File: src/rtl/mem_arbiter.sv
// Two-requester arbiter (r0 = CPU, r1 = loader/debug) in front of one synchronous RAM.
// Define ARB_FIXED_PRIO_EN for fixed r0 priority on ties; the default build is round-robin.
module mem_arbiter #(
    parameter int DATA_W = 16,
    parameter int ADDR_W = 9
) (
    input  logic              clk,
    input  logic              reset,
    input  logic [1:0]        r0_cmd,
    input  logic [ADDR_W-1:0] r0_addr,
    input  logic [DATA_W-1:0] r0_wdata,
    output logic [DATA_W-1:0] r0_rdata,
    output logic              r0_ready,
    input  logic [1:0]        r1_cmd,
    input  logic [ADDR_W-1:0] r1_addr,
    input  logic [DATA_W-1:0] r1_wdata,
    output logic [DATA_W-1:0] r1_rdata,
    output logic              r1_ready,
    output logic [ADDR_W-2:0] ram_addr,
    output logic              ram_write,
    output logic [DATA_W-1:0] ram_din,
    input  logic [DATA_W-1:0] ram_dout
);

    localparam logic [1:0] IDLE    = 2'd0;
    localparam logic [1:0] ACCESS  = 2'd1;
    localparam logic [1:0] CAPTURE = 2'd2;

    localparam logic [1:0] MREAD  = 2'b01;
    localparam logic [1:0] MWRITE = 2'b10;

    logic [1:0]        state_q, state_d;
    logic              grant_q;            // 0: r0, 1: r1
    logic              cap_read_q;
    logic              cap_inrange_q;
    logic              r0_pend, r1_pend, any_pend;
    logic              winner;
    logic              in_access;
    logic [1:0]        g_cmd;
    logic [ADDR_W-1:0] g_addr;
    logic [DATA_W-1:0] g_wdata;

    // A requester showing its ready pulse is not pending, so a stale held command is skipped.
    assign r0_pend  = (r0_cmd == MREAD || r0_cmd == MWRITE) && !r0_ready;
    assign r1_pend  = (r1_cmd == MREAD || r1_cmd == MWRITE) && !r1_ready;
    assign any_pend = r0_pend || r1_pend;

`ifdef ARB_FIXED_PRIO_EN
    assign winner = !r0_pend;
`else
    logic last_grant_q;

    always_comb begin
        if (r0_pend && r1_pend) begin
            winner = ~last_grant_q;
        end else begin
            winner = r1_pend;
        end
    end

    always_ff @(posedge clk) begin
        if (reset) begin
            last_grant_q <= 1'b1;
        end else if (state_q == IDLE && any_pend) begin
            last_grant_q <= winner;
        end
    end
`endif

    assign g_cmd   = grant_q ? r1_cmd   : r0_cmd;
    assign g_addr  = grant_q ? r1_addr  : r0_addr;
    assign g_wdata = grant_q ? r1_wdata : r0_wdata;

    // Reset in the access cycle aborts the transfer before the RAM sees a write.
    assign in_access = (state_q == ACCESS) && !reset;
    assign ram_addr  = in_access ? g_addr[ADDR_W-2:0] : '0;
    assign ram_din   = in_access ? g_wdata : '0;
    assign ram_write = in_access && (g_cmd == MWRITE) && g_addr[ADDR_W-1];

    always_comb begin
        state_d = state_q;
        case (state_q)
            IDLE:    if (any_pend) state_d = ACCESS;
            ACCESS:  state_d = CAPTURE;
            CAPTURE: state_d = IDLE;
            default: state_d = IDLE;
        endcase
    end

    always_ff @(posedge clk) begin
        if (reset) begin
            state_q       <= IDLE;
            grant_q       <= 1'b0;
            cap_read_q    <= 1'b0;
            cap_inrange_q <= 1'b0;
            r0_ready      <= 1'b0;
            r1_ready      <= 1'b0;
            r0_rdata      <= '0;
            r1_rdata      <= '0;
        end else begin
            state_q  <= state_d;
            r0_ready <= 1'b0;
            r1_ready <= 1'b0;
            case (state_q)
                IDLE: begin
                    if (any_pend) grant_q <= winner;
                end
                ACCESS: begin
                    cap_read_q    <= (g_cmd == MREAD);
                    cap_inrange_q <= g_addr[ADDR_W-1];
                end
                CAPTURE: begin
                    // Out-of-range reads return zero; writes leave rdata untouched.
                    if (grant_q) begin
                        r1_ready <= 1'b1;
                        if (cap_read_q) r1_rdata <= cap_inrange_q ? ram_dout : '0;
                    end else begin
                        r0_ready <= 1'b1;
                        if (cap_read_q) r0_rdata <= cap_inrange_q ? ram_dout : '0;
                    end
                end
                default: ;
            endcase
        end
    end

endmodule

File: config.mk
export PLATFORM = sky130hd
export DESIGN_NAME = mem_arbiter
export DESIGN_NICKNAME = d
export VERILOG_FILES = /design/src/rtl/mem_arbiter.sv
export SDC_FILE = /design/constraint.sdc
export NUM_CORES = 1
export LEC_CHECK = 0
export BUFFER_PORTS_ARGS = -buffer_cell sky130_fd_sc_hd__buf_4
export CAP_MARGIN = 20
export CORE_MARGIN = 2
export CORE_UTILIZATION = 42
export DETAILED_ROUTE_END_ITERATION = 10
export HOLD_SLACK_MARGIN = 0.15
export MAX_ROUTING_LAYER = met4
export PLACE_DENSITY_LB_ADDON = 0.3
export SLEW_MARGIN = 40
export SYNTH_ARGS = -nofsm -noshare
export SYNTH_HDL_FRONTEND = slang
export SYNTH_SLANG_ARGS = --single-unit
File: constraint.sdc
create_clock -name clk -period 1.75 [get_ports clk]
set_clock_uncertainty 0.15 [all_clocks]
set_input_delay 0.35 -clock clk [delete_from_list [all_inputs] [get_ports clk]]
set_output_delay 0.35 -clock clk [all_outputs]
set_load 0.05 [all_outputs]
==> summary.md <==
| Metric | Value |
|---|---|
| Clock Power Share | 0.290 |
| Initial Util | 0.4427 |
| DR DRC count | 0 |
| Core area | 4414 um^2 |
| H-tree Lvls | 2 |
| GRT overflow | 0 |
| Slew margin rel. | 0.6183 |
| Register area share after synthesis | 0.4097 |
| Total wire length | 7274 um |
| CTS tree | built |
| Comb pwr share | 0.351 |
| Critical path type | reg2out |
| Int Power | 1.800 mW |
| Outcome | complete, but fails checks |
| CTS max path bufs | 2 |
| Die area | 5215 um^2 |
| Cts bufs inserted | 5 |
| Crit Reg-Reg Endpoint | r0_rdata[4] |
| Wire per inst | 17.12 um |
| FILL cells | 262 |
| Root buf cell | clkbuf_8 |
| Failing checks | negative setup slack |
| Worst Setup Slack, final | -0.2231 ns |
| Worst hold start | ram_dout[3] |
| Die Y | 72.22 um |
| CP Max Fanout | 12 |
| Gpl congestion | 0.7685 |
| Max_cap viols | 0 |
| P_sw | 0.8731 mW |
| Row cnt | 24 |
| Fmax achieved | 0.5068 GHz |
| Number of global-route vias before repair | 2,293 |
| First-pass GRT wire length | 10,630 um |
| Cell Area, Synth | 1954 um^2 |
| Antenna diodes | 0 |
| Crit path launch type | flop |
| R2R Path Start | grant_q |
| Largest net degree at the start of global routing | 41 |
| Placed Cells | 415 |
| ANT nets after route | 0 |
| Critical Path End Type | output port |
| Tmin final | 1.973 ns |
| Clock slew at reported path FFs | 0.08 ns |
| Io pins | 131 |
| Cts hold-fix bufs | 0 |
| RSZ-0062 raised after global routing | yes |
| Synth Warn # | 0 |
| Setup-failing EPs final | 25 |
| Number of port buffers | 130 |
| Slew @ Worst Pin | 0.5674 ns |
| Total track usage | 0.2689 |
| Max VDD drop | 446.1 uV |
| Hold Crit Class | in2reg |
| Synth unique cells | 33 |
| Hold path depth | 3 |
| Worst hold path endpoint | r0_rdata[3] |
| CP Data Arrival Time | 1.47 ns |
| Reg-to-reg slack, setup | 0.18 ns |
| Sw Ratio | 0.3266 |
| Hold Worst Slack | 0.1807 ns |
| Hpwl dp | 4433 um |
| Net Count, Synth | 315 |
| Filler-free cell count of the finished design | 425 |
| DR vias | 2,342 |
| Initial drt markers | 125 |
| Worst slack at placement | 0.04818 ns |
| Sinks on the clock net | 40 |
| Power per cell area | 723.0 nW/um^2 |
| R2R cell count | 5 |
| LEAKAGE | 1.475 nW |
| Via density | 5.511 |
| Sequential power share | 0.359 |
| Max-slew violation count | 0 |
| Worst EP required | 1.25 ns |
| Cell count after synthesis | 243 |
| Syn_area_per_cell | 8.043 um^2 |
| Skew-Pair Late Insertion Delay | 0.30 ns |
| 1st-pass router iterations | 4 |
| Final #Nets | 444 |
| Number of synthesized register bits | 40 |
| Area growth from synthesis to final layout | 89.18% |
| Final cycle utilization of the critical path | 1.127 |
| Final Hold Vio Count | 0 |
| Die W | 72.22 um |
| Initial antenna violation count | 0 |
| Layout cells sized above 1 | 0.5603 |
[cells in the mapped netlist]
master	number	share of area
a21oi_2	1	0.0045
clkbuf_1	4	0.0077
buf_2	11	0.028
a31oi_1	2	0.0064
nand3_2	1	0.0051
nand3_1	31	0.079
nor3b_1	2	0.0077
nand2_1	34	0.065
and4b_1	1	0.0051
a211oi_1	3	0.012
buf_8	1	0.0077
nor4_1	1	0.0032
nand4bb_1	1	0.0058
buf_4	5	0.019
xor2_1	1	0.0045
xnor2_1	1	0.0045
or4_1	1	0.0038
clkbuf_2	1	0.0026
a21oi_1	33	0.085
dfxtp_1	40	0.41
a22oi_1	1	0.0038
nand4b_1	1	0.0045
nor2_1	28	0.054
mux2i_1	25	0.13
nor2b_1	1	0.0032
buf_6	1	0.0058
inv_1	3	0.0058
and2b_1	1	0.0038
nand2b_1	1	0.0032
nor3_1	2	0.0051
nor4bb_1	2	0.010
nor4b_1	1	0.0045
buf_1	1	0.0019
[layout by cell type, fill, tap and decap left out, types with 2 or more instances in the layout]
| cell type | netlist | final |
|---|---|---|
| buf_6 | 1 | 22 |
| mux2i_4 | 0 | 16 |
| clkbuf_8 | 0 | 5 |
| a211oi_1 | 3 | 3 |
| buf_4 | 5 | 118 |
| buf_12 | 0 | 4 |
| inv_1 | 3 | 3 |
| mux2i_2 | 0 | 8 |
| nor3b_1 | 2 | 2 |
| nand3_1 | 31 | 31 |
| nand2_1 | 34 | 34 |
| a21oi_1 | 33 | 33 |
| dfxtp_1 | 40 | 39 |
| a31oi_1 | 2 | 2 |
| nor2_4 | 0 | 24 |
| nor2_1 | 28 | 4 |
[final cells by class]
| class | instances | area (um^2) | area share |
|---|---|---|---|
| flip-flops and latches | 40 | 804.5 | 0.2176 |
| clock buffers | 5 | 68.82 | 0.01861 |
| repair buffers | 146 | 1256 | 0.3398 |
| well taps | 52 | 65.06 | 0.01760 |
| clock inverters | 3 | 46.29 | 0.01252 |
| multi-input cells | 176 | 1445 | 0.3909 |
| inverters | 3 | 11.26 | 0.003046 |
[how the worst max path moves through the flow]
stage	from	slack (ns)	endpoint
final	grant_q	-0.22	ram_din[0]
after global routing	grant_q	-0.26	ram_din[0]
after CTS	state_q[1]	-0.18	ram_write
after detailed placement	grant_q	0.05	ram_din[7]
after global placement	reset	0.07	ram_addr[7]
after floorplan	grant_q	-0.11	ram_write
[power groups by stage]
stage | sequential [mW] | clock, mW | combinational [mW]
after CTS | 0.955 | 0.783 | 0.860
final | 0.959 | 0.774 | 0.940
after global placement | 0.973 | 0 | 0.709
after global routing | 0.960 | 0.815 | 0.981
after floorplan | 0.969 | 0 | 0.484
after detailed placement | 0.975 | 0 | 0.722
[what timing repair did]
item,4_1_cts,5_1_grt
resized for setup,51,16
pin swaps,0,1
endpoints found under the setup margin,25,25
cloned,1,0
setup buffers,1,0
[kinds of logic (layout without fill, tap and decap cells)]
| group | after synthesis | in the layout | share of synthesized area |
|---|---|---|---|
| AOI/OAI and AO/OA | 40 | 40 | 0.1108 |
| DFF | 40 | 40 | 0.4097 |
| xor gates and xnor gates | 2 | 2 | 0.008965 |
| buffers and inverters | 27 | 157 | 0.07874 |
| muxes | 25 | 25 | 0.1280 |
| and+or+nand+nor | 109 | 109 | 0.2638 |
[flip-flops by register name, indices dropped and copies added, names as in the netlist]
signal and count:
last_grant_q 1, r1_ready 1, r1_rdata 16, r0_ready 1, state_q 2, r0_rdata 16, cap_inrange_q 1, grant_q 1
cap_read_q 1
[per-layer routing]
layer / routed length (um) / up-vias / global-route usage
met5: 0 / - / -
met4: 179 / 0 / 0.08805
met3: 646 / 19 / 0.06944
met2: 3960 / 135 / 0.4669
met1: 2487 / 1094 / 0.3003
li1: - / 1094 / -
[critical path, stage by stage (launching register included)]
cell and delay (ns):
dfxtp_4 0.43, buf_12 0.21, mux2i_2 0.32, nor2_4 0.07, buf_6 0.15
[metrics by stage]
step                  util  area (um^2)  setup TNS (ns)  power, mW
global route        0.8376         3697          -5.301      2.756
CTS                 0.8149         3597          -3.843      2.598
finish              0.8376         3697          -4.309      2.673
detailed placement  0.7293         3219               0      1.697
floorplan                -         2190          -1.052      1.453
global placement    0.7293         3219               0      1.682
Power figures use the tool's default switching activity.
